===== src/rtl/tl_pkg.sv =====
// tl_pkg: shared state codes, lamp encodings and dwell classification for the traffic-light sequencer.
package tl_pkg;
  typedef enum logic [2:0] {
    ST_A_GREEN   = 3'b000,
    ST_A_YELLOW  = 3'b001,
    ST_CLEAR_AB  = 3'b010,
    ST_CLEAR_AB2 = 3'b011,
    ST_B_GREEN   = 3'b100,
    ST_B_YELLOW  = 3'b101,
    ST_CLEAR_BA  = 3'b110,
    ST_CLEAR_BA2 = 3'b111
  } tlState_t;

  typedef enum logic [1:0] {DW_GREEN, DW_YELLOW, DW_CLEAR} dwellClass_t;

  localparam logic [2:0] LAMP_R   = 3'b100;
  localparam logic [2:0] LAMP_Y   = 3'b010;
  localparam logic [2:0] LAMP_G   = 3'b001;
  localparam logic [2:0] LAMP_OFF = 3'b000;

  // Bit 1 marks every all-red code; bit 0 separates yellow from green.
  function automatic dwellClass_t dwellSel(input logic [2:0] st);
    return st[1] ? DW_CLEAR : st[0] ? DW_YELLOW : DW_GREEN;
  endfunction

  function automatic logic [2:0] lampA(input logic [2:0] st);
    return st == ST_A_GREEN ? LAMP_G : st == ST_A_YELLOW ? LAMP_Y : LAMP_R;
  endfunction

  function automatic logic [2:0] lampB(input logic [2:0] st);
    return st == ST_B_GREEN ? LAMP_G : st == ST_B_YELLOW ? LAMP_Y : LAMP_R;
  endfunction
endpackage


===== src/rtl/tl_tick_gen.sv =====
// tl_tick_gen: prescaler counting 0..TICK_DIV-1, one-cycle tick at the top, synchronous clear.
module tl_tick_gen #(
  parameter int TICK_DIV = 50_000_000
) (
  input  logic clk,
  input  logic rst_n,
  input  logic clr,
  output logic tick
);
  localparam int W = $clog2(TICK_DIV);
  localparam logic [W-1:0] LAST = W'(TICK_DIV - 1);

  logic [W-1:0] cnt;

  assign tick = cnt == LAST;

  always_ff @(posedge clk or negedge rst_n)
    if (!rst_n) cnt <= '0;
    else cnt <= (clr || tick) ? '0 : cnt + 1'b1;
endmodule


===== src/rtl/tl_phase_sequencer.sv =====
// tl_phase_sequencer: phase register, dwell timing, sensor sync and lamp decode for the traffic light.
// Optional maintenance flash mode is built when TL_FLASH_EN is defined.
module tl_phase_sequencer
  import tl_pkg::*;
#(
  parameter int TICK_DIV = 50_000_000,
  parameter int GREEN_T  = 5,
  parameter int YELLOW_T = 2,
  parameter int CLEAR_T  = 1
) (
`ifdef TL_FLASH_EN
  input  logic       flash,
`endif
  input  logic       clk,
  input  logic       rst_n,
  input  logic       sA,
  input  logic       sB,
  input  logic [2:0] nxt_s,
  output logic [2:0] s,
  output logic       sa_sync,
  output logic       sb_sync,
  output logic [2:0] lamp_a,
  output logic [2:0] lamp_b
);
  logic       tick, tickClr, commit, saMeta, sbMeta;
  logic [7:0] dwellCnt;

  function automatic logic [7:0] dwellLoad(input logic [2:0] st);
    return dwellSel(st) == DW_GREEN  ? 8'(GREEN_T - 1) :
           dwellSel(st) == DW_YELLOW ? 8'(YELLOW_T - 1) : 8'(CLEAR_T - 1);
  endfunction

  assign commit = tick && dwellCnt == 8'd0;

`ifdef TL_FLASH_EN
  logic flashPrev, flashEnd;
  assign flashEnd = flashPrev && !flash;
  assign tickClr  = commit || flashEnd;
`else
  assign tickClr  = commit;
`endif

  tl_tick_gen #(.TICK_DIV(TICK_DIV)) uTick (
    .clk  (clk),
    .rst_n(rst_n),
    .clr  (tickClr),
    .tick (tick)
  );

  always_ff @(posedge clk or negedge rst_n)
    if (!rst_n) begin
      saMeta  <= 1'b0;
      sbMeta  <= 1'b0;
      sa_sync <= 1'b0;
      sb_sync <= 1'b0;
    end else begin
      saMeta  <= sA;
      sbMeta  <= sB;
      sa_sync <= saMeta;
      sb_sync <= sbMeta;
    end

  // Lamps are loaded from the decode of the value entering s, so they never lag it.
  always_ff @(posedge clk or negedge rst_n)
    if (!rst_n) begin
      s        <= ST_A_GREEN;
      lamp_a   <= LAMP_G;
      lamp_b   <= LAMP_R;
      dwellCnt <= 8'(GREEN_T - 1);
`ifdef TL_FLASH_EN
      flashPrev <= 1'b0;
`endif
    end else begin
`ifdef TL_FLASH_EN
      flashPrev <= flash;
      if (flash) begin
        lamp_a <= !flashPrev ? LAMP_Y : tick ? (lamp_a == LAMP_Y ? LAMP_OFF : LAMP_Y) : lamp_a;
        lamp_b <= !flashPrev ? LAMP_Y : tick ? (lamp_b == LAMP_Y ? LAMP_OFF : LAMP_Y) : lamp_b;
      end else if (flashEnd) begin
        lamp_a   <= lampA(s);
        lamp_b   <= lampB(s);
        dwellCnt <= dwellLoad(s);
      end else
`endif
      if (commit) begin
        s        <= nxt_s;
        lamp_a   <= lampA(nxt_s);
        lamp_b   <= lampB(nxt_s);
        dwellCnt <= dwellLoad(nxt_s);
      end else if (tick) dwellCnt <= dwellCnt - 8'd1;
    end
endmodule

===== config.mk =====
export PLATFORM = sky130hd
export DESIGN_NAME = tl_phase_sequencer
export DESIGN_NICKNAME = d
export VERILOG_FILES = /design/src/rtl/tl_pkg.sv /design/src/rtl/tl_tick_gen.sv /design/src/rtl/tl_phase_sequencer.sv
export SDC_FILE = /design/constraint.sdc
export NUM_CORES = 1
export LEC_CHECK = 0
export CAP_MARGIN = 20
export CORE_ASPECT_RATIO = 1.2
export CORE_MARGIN = 4
export CORE_UTILIZATION = 62
export DETAILED_ROUTE_END_ITERATION = 16
export PLACE_DENSITY_LB_ADDON = 0.3
export SLEW_MARGIN = 20
export SYNTH_ARGS = -nofsm -noshare
export SYNTH_HDL_FRONTEND = slang
export SYNTH_SLANG_ARGS = --single-unit

===== constraint.sdc =====
create_clock -name clk -period 3.5 [get_ports clk]
set_input_delay 0.7 -clock clk [delete_from_list [all_inputs] [get_ports clk]]
set_output_delay 0.7 -clock clk [all_outputs]
set_load 0.01 [all_outputs]

==> reports/results.ini <==
[cells_and_area]
drive_gt1_share_pct = 16.32
areaGrowthSynthToFinish_pct = 14.63
nets = 248
antenna_cells = 0
final_area_mm2 = 0.002725
final_common_cell = dfrtp_1
fill_cells = 277
layout_common_cells = dfrtp_1, nor2_1, nand2_1, clkdlybuf4s50_1

[global_routing]
grt_pass1_vias = 1692
globalRouteOverflowTotal = 0
antenna_found_initial = 0
grt_pass1_wl_um = 7728
grt_max_degree = 48
gr-usage-all-layers_pct = 20.57

[yosys]
netlist-cell-type-count = 45
synth_cells = 219
ys.flop_type = dfrtp_1
synth_fp_nets = 229
ys_seq_elements = 47
yosys_warnings = 0
mappedNetlistArea_mm2 = 0.002377
synth-edff-count = 0
syn_area_per_cell_um2 = 10.86
async_flop_share_pct = 100.0
seq_area_frac_synth_pct = 49.63

[cts]
postCtsSetupBuffers = 0
cts.htree.levels = 2
root_buffer = clkbuf_8
cts_resized = 0
cts_tree = built
path_clk_slew_ns = 0.09
cts_hold_buf = 0
insertion_delay_ns = 0.30
numCtsBuffers = 5
cts.path.max_buffers = 2
cts_sinks = 47

[floorplanning]
fp-row-count = 24
die_x_um = 64.53
initial_utilization_pct = 64.89
core_mm2 = 0.003664
die_area_mm2 = 0.004893
die_h_um = 75.83
io_pins = 18

[sta]
skew_ns = 0.009662
drv_slew = 0
fmax_mhz = 439.4
finalHoldViolations = 0
final.min_clock_period_ns = 2.276
rsz0062_at_grt = no
fin_ws_ns = 1.224
tightest_slew_ns = 0.6318
slew-limit-headroom_pct = 57.56
setup_tns_ns = 0
setup_viol = 0
timing.hold.ws_ns = 0.3553
min_period_over_period_pct = 65.03

[power_and_ir_drop]
combPwrFrac_pct = 2.4
vdd_drop_max_v = 0.0003046
p_sw_w = 0.0001980
p_sw_share_pct = 19.10
clock_power_share_pct = 45.0
seq_power_share_pct = 52.6
p_int_w = 0.0008387
p_leak_nw = 1.208
p_per_area_mw_per_mm2 = 380.4

[placed_design]
portBuffers = 17
pre_cts_ws_ns = 1.259
routabilityCongestion = 0.8609
place_hpwl_um = 3156
dpl_cell_area_mm2 = 0.002586

[setup_path]
rrSetupSlack_ns = 1.22
rr_worst_depth = 6
endpoint = s[2]
required_ns = 3.69
cp-start-kind = register
rr_endpoint = s[2]
critPathMaxFanout = 9
r2r_start = dwellCnt[0]
setup.worst_path.start = dwellCnt[0]
crit_type = reg2reg
end_kind = register
arrival_ns = 2.46

[drt]
wirelength_um = 4438
drc = 0
ant_nets = 0
dr.first_iter.drc_count = 98
wl_per_cell_um = 15.25
dr.pass1.iters = 4
vias = 1723
vias_per_cell = 5.921

[min_path]
hold_path.class = reg2reg
min_path_cells = 0

[job]
max-cap-violations = 0

[outcome]
outcome = completed

-- how the worst min path moves through the flow --
| stage | from | slack [ns] | end |
|---|---|---|---|
| floorplan | saMeta | 0.33 | sa_sync |
| global placement | sbMeta | 0.33 | sb_sync |
| detailed placement | saMeta | 0.34 | sa_sync |
| CTS | saMeta | 0.36 | sa_sync |
| global route | saMeta | 0.37 | sa_sync |
| finish | saMeta | 0.36 | sa_sync |
-- stage by stage --
stage | power (W) | instances | util (%)
floorplan | 0.0005603 | 219 | -
global placement | 0.0005812 | 283 | 70.59
detailed placement | 0.0005816 | 283 | 70.59
CTS | 0.001043 | 291 | 74.32
global route | 0.001065 | 291 | 74.39
finish | 0.001037 | 291 | 74.39
-- power by group through the flow --
| stage | clock [W] | combinational (W) | sequential [W] |
|---|---|---|---|
| 4_1_cts | 0.000472 | 0.0000255 | 0.000546 |
| 5_1_grt | 0.000491 | 0.0000285 | 0.000546 |
| 3_3_place_gp | 0 | 0.0000251 | 0.000556 |
| 2_1_floorplan | 0 | 0.00000332 | 0.000557 |
| 6_report | 0.000466 | 0.0000249 | 0.000545 |
| 3_5_place_dp | 0 | 0.0000254 | 0.000556 |
-- registers in the layout, indices dropped and copies added, names as in the netlist --
signal and cells:
uTick.cnt 26, sbMeta 1, lamp_b 3, sa_sync 1, s 3, lamp_a 3
sb_sync 1, dwellCnt 8, saMeta 1
-- Yosys cell counts (3+ instances only) --
master | number | share of area [%]
buf_2 | 4 | 0.84
dfstp_2 | 3 | 3.3
and2_1 | 4 | 1.1
ha_1 | 3 | 1.6
or3_1 | 4 | 1.1
nand2_1 | 16 | 2.5
nor2_1 | 20 | 3.2
dfrtp_1 | 44 | 46
o21ai_0 | 5 | 1.1
or4_1 | 4 | 1.3
nand4_1 | 7 | 1.8
xnor2_1 | 6 | 2.2
nand3_1 | 11 | 2.3
o31ai_1 | 4 | 1.3
inv_1 | 6 | 0.95
a21oi_1 | 13 | 2.7
nor3_1 | 5 | 1.1
xor2_1 | 9 | 3.3
and3_1 | 5 | 1.3
mux2_2 | 13 | 6.2
-- layer usage --
metal / GRT usage (%) / vias up / routed length, um
li1: - / 838 / -
met1: 24.93 / 834 / 1850
met2: 35.32 / 40 / 2260
met3: 5.752 / 11 / 209
met4: 7.981 / 0 / 118
met5: 0 / - / 0
-- logic make-up after synthesis --
kind of cell             Yosys count  synth area share (%)
AND/OR/NAND/NOR                   98                 26.37
flip-flops                        47                 49.63
AO/OA/AOI/OAI                     30                 8.105
XOR/XNOR                          15                 5.526
multiplexers                      14                 6.632
buffers and inverters             12                 2.158
adder cells (fa/ha/maj)            3                 1.579
-- worst max-delay path, cell delays in order, from the launching register on --
cell and delay, ns:
dfrtp_1 0.39, inv_1 0.11, ha_1 0.19, nor3b_1 0.45
nand2_1 0.24, nor3_4 0.40, mux2_2 0.39
-- cell type report --
type | instances | area [um^2] | area share (%)
sequential | 47 | 1180 | 43.30
timing repair buffer | 18 | 175.2 | 6.428
inverter | 6 | 22.52 | 0.8264
multi-input combinational | 160 | 1146 | 42.06
tap | 52 | 65.06 | 2.388
clock inverter | 3 | 67.56 | 2.479
clock buffer | 5 | 68.82 | 2.525
No activity file was read; power rests on OpenSTA's default activity.
==> RTL change, RTL diff (same flow settings) <==
`TICK_DIV` is set to 50_000_000 in 2 places; all go to 100_000_000.
--- a/src/rtl/tl_tick_gen.sv
+++ b/src/rtl/tl_tick_gen.sv
@@ -2,3 +2,3 @@
 module tl_tick_gen #(
-  parameter int TICK_DIV = 50_000_000
+  parameter int TICK_DIV = 100_000_000
 ) (
--- a/src/rtl/tl_phase_sequencer.sv
+++ b/src/rtl/tl_phase_sequencer.sv
@@ -5,3 +5,3 @@
 #(
-  parameter int TICK_DIV = 50_000_000,
+  parameter int TICK_DIV = 100_000_000,
   parameter int GREEN_T  = 5,
Check against the original RTL: no difference found for any inputs over 10 cycles, from zero or initial values and one cycle with rst_n low; that may be too few to reach the edited logic, so the function may still have changed.
==> RTL change against the original RTL <==
  * Cell count increased by 2.7%
  * Total power is 14% lower
  * Area after synthesis decreased by 0.21%
  * Sequential cell count increased by 1
  * Synthesized cell count up 3.7%
  * Maximum frequency down 10%
  * Setup slack worse by 0.26 ns
  * Sequential power up 2%
  * Wire length grew 2.0%
  * Cell area fell by 2.1%
  * Critical endpoint is now lamp_a[2]
==> RTL change: results (changes against the original RTL) <==
.. list-table::
   :header-rows: 1

   * - Metric
     - Value
   * - Fraction of the mapped netlist area in compound gates
     - 7.01% (-1.1 points)
   * - Mux cell area share after synthesis
     - 8.33% (+1.7 points)
   * - DP Wirelength
     - 3270 µm (+3.6%)
   * - Maximum number of pins on one net before global-route repair
     - 49 (+2.1%)
   * - Vias in the first global route
     - 1,705 (+0.77%)
   * - Global placement routability congestion
     - 0.885 (+2.8%)
   * - Number of distinct standard cells referenced by the synthesized netlist
     - 43 (-4.4%)
   * - Main combinational cell family by area after synthesis
     - simple AND/OR/NAND/NOR gates
   * - Max stage delay cell, worst path
     - sky130_fd_sc_hd__nor3_4
   * - Startpoint of the worst register-to-register path
     - uTick.cnt[0]
   * - Global-route wire length before repair
     - 7820 µm (+1.2%)
   * - Worst Hold Launch
     - sbMeta
   * - Layout cells sized above 1
     - 13.0% (-3.4 points)
   * - Cell count of the worst reg-to-reg path
     - 5 (-1)
   * - Slew at the pin closest to its max-slew limit
     - 0.658 ns (+0.0262 ns)
   * - Total of fill cells in the finished design
     - 280 (+1.1%)
   * - CP delay by family, top
     - simple AND/OR/NAND/NOR gates
   * - Synth area leaders
     - sky130_fd_sc_hd__dfrtp_1 (47%), sky130_fd_sc_hd__mux2_2 (6.6%), sky130_fd_sc_hd__dfstp_2 (3.3%), sky130_fd_sc_hd__nor2_1 (3.2%), sky130_fd_sc_hd__xor2_1 (3.0%)
   * - Worst setup slack for register-to-register paths
     - 0.96 ns (-0.26 ns)
   * - Worst R2R End
     - lamp_a[2]
   * - Number of DRC markers in iteration 0
     - 114 (+16%)
   * - Largest registers
     - uTick.cnt: 27 flops, dwellCnt: 8 flops
   * - Adder-cell share of the synthesized area
     - 1.58% (+0.0033 points)
   * - Post-route non-filler standard cell count
     - 299 (+2.7%)
   * - VDD IR-drop max
     - 0.000308 V (+1.2%)
   * - Insertion delay of the later-clocked pin in the worst-skew pair
     - 0.29 ns
   * - Placed cells
     - 291 (+2.8%)
   * - Post-Syn Instances
     - 227 (+3.7%)
   * - Xor and xnor area share after synthesis
     - 4.80% (-0.73 points)
   * - Min Hold Slack
     - 0.357 ns (+0.00163 ns)
   * - Global router's overall resource usage
     - 20.7% (+0.15 points)
   * - Synth async-reset ratio
     - 100% (unchanged)
   * - Syn Nets
     - 237 (+3.5%)
   * - Sequential share of the synthesized area
     - 50.8% (+1.2 points)
   * - Outcome
     - completed
   * - Via count of the routed design
     - 1,760 (+2.1%)
   * - Instance area after placement
     - 2580 µm² (about the same)
   * - Worst setup slack after placement
     - 0.989 ns (-0.269 ns)
   * - Peak per-stage delay on the critical path
     - 0.56 ns (+0.11 ns)
## RTL change: cell count changes in the layout (fill, tap and decap cells not counted), moves of 3 or more
| cell | unedited run | this run |
|---|---|---|
| sky130_fd_sc_hd__nor3_1 | 5 | 11 |
| sky130_fd_sc_hd__nand3_1 | 11 | 7 |
| sky130_fd_sc_hd__mux2i_1 | 0 | 4 |
| sky130_fd_sc_hd__o21ai_0 | 5 | 8 |
| sky130_fd_sc_hd__nand4_1 | 7 | 11 |
| sky130_fd_sc_hd__a21oi_1 | 13 | 7 |
## RTL change: worst max path at each step
stage	to	cells after the start	slack, ns	start
final	lamp_a[2]	5	0.96	uTick.cnt[0]
after global routing	lamp_b[1]	5	0.77	uTick.cnt[0]
after CTS	lamp_a[2]	5	0.97	uTick.cnt[0]
after global placement	lamp_a[1]	5	1.05	uTick.cnt[0]
after detailed placement	lamp_a[2]	5	0.99	uTick.cnt[0]
after floorplan	s[0]	6	1.37	uTick.cnt[0]
## RTL change: final cells by class
class,instances,area [µm²],share of cell area (%)
tap,52,65.1,2.44
clock buffer,7,76.3,2.86
timing repair buffer,19,183,6.84
multi-input combinational,165,1110,41.5
inverter,7,26.3,0.985
sequential,48,1200,45.1
clock inverter,1,5.00,0.188
## RTL change: power by group
| part | total, mW | switching, mW | internal [mW] |
|---|---|---|---|
| registers | 0.557 | 0.000702 | 0.556 |
| logic | 0.0257 | 0.0163 | 0.00941 |
| clock network | 0.309 | 0.168 | 0.140 |
## RTL change: per-layer routing
metal | up-vias | global-route usage (%) | share of wire, %
met5 | - | 0 | 0
met4 | 0 | 8.22 | 1.6
met3 | 8 | 3.24 | 2.1
met2 | 18 | 38.0 | 54
met1 | 874 | 24.7 | 42
li1 | 860 | - | -
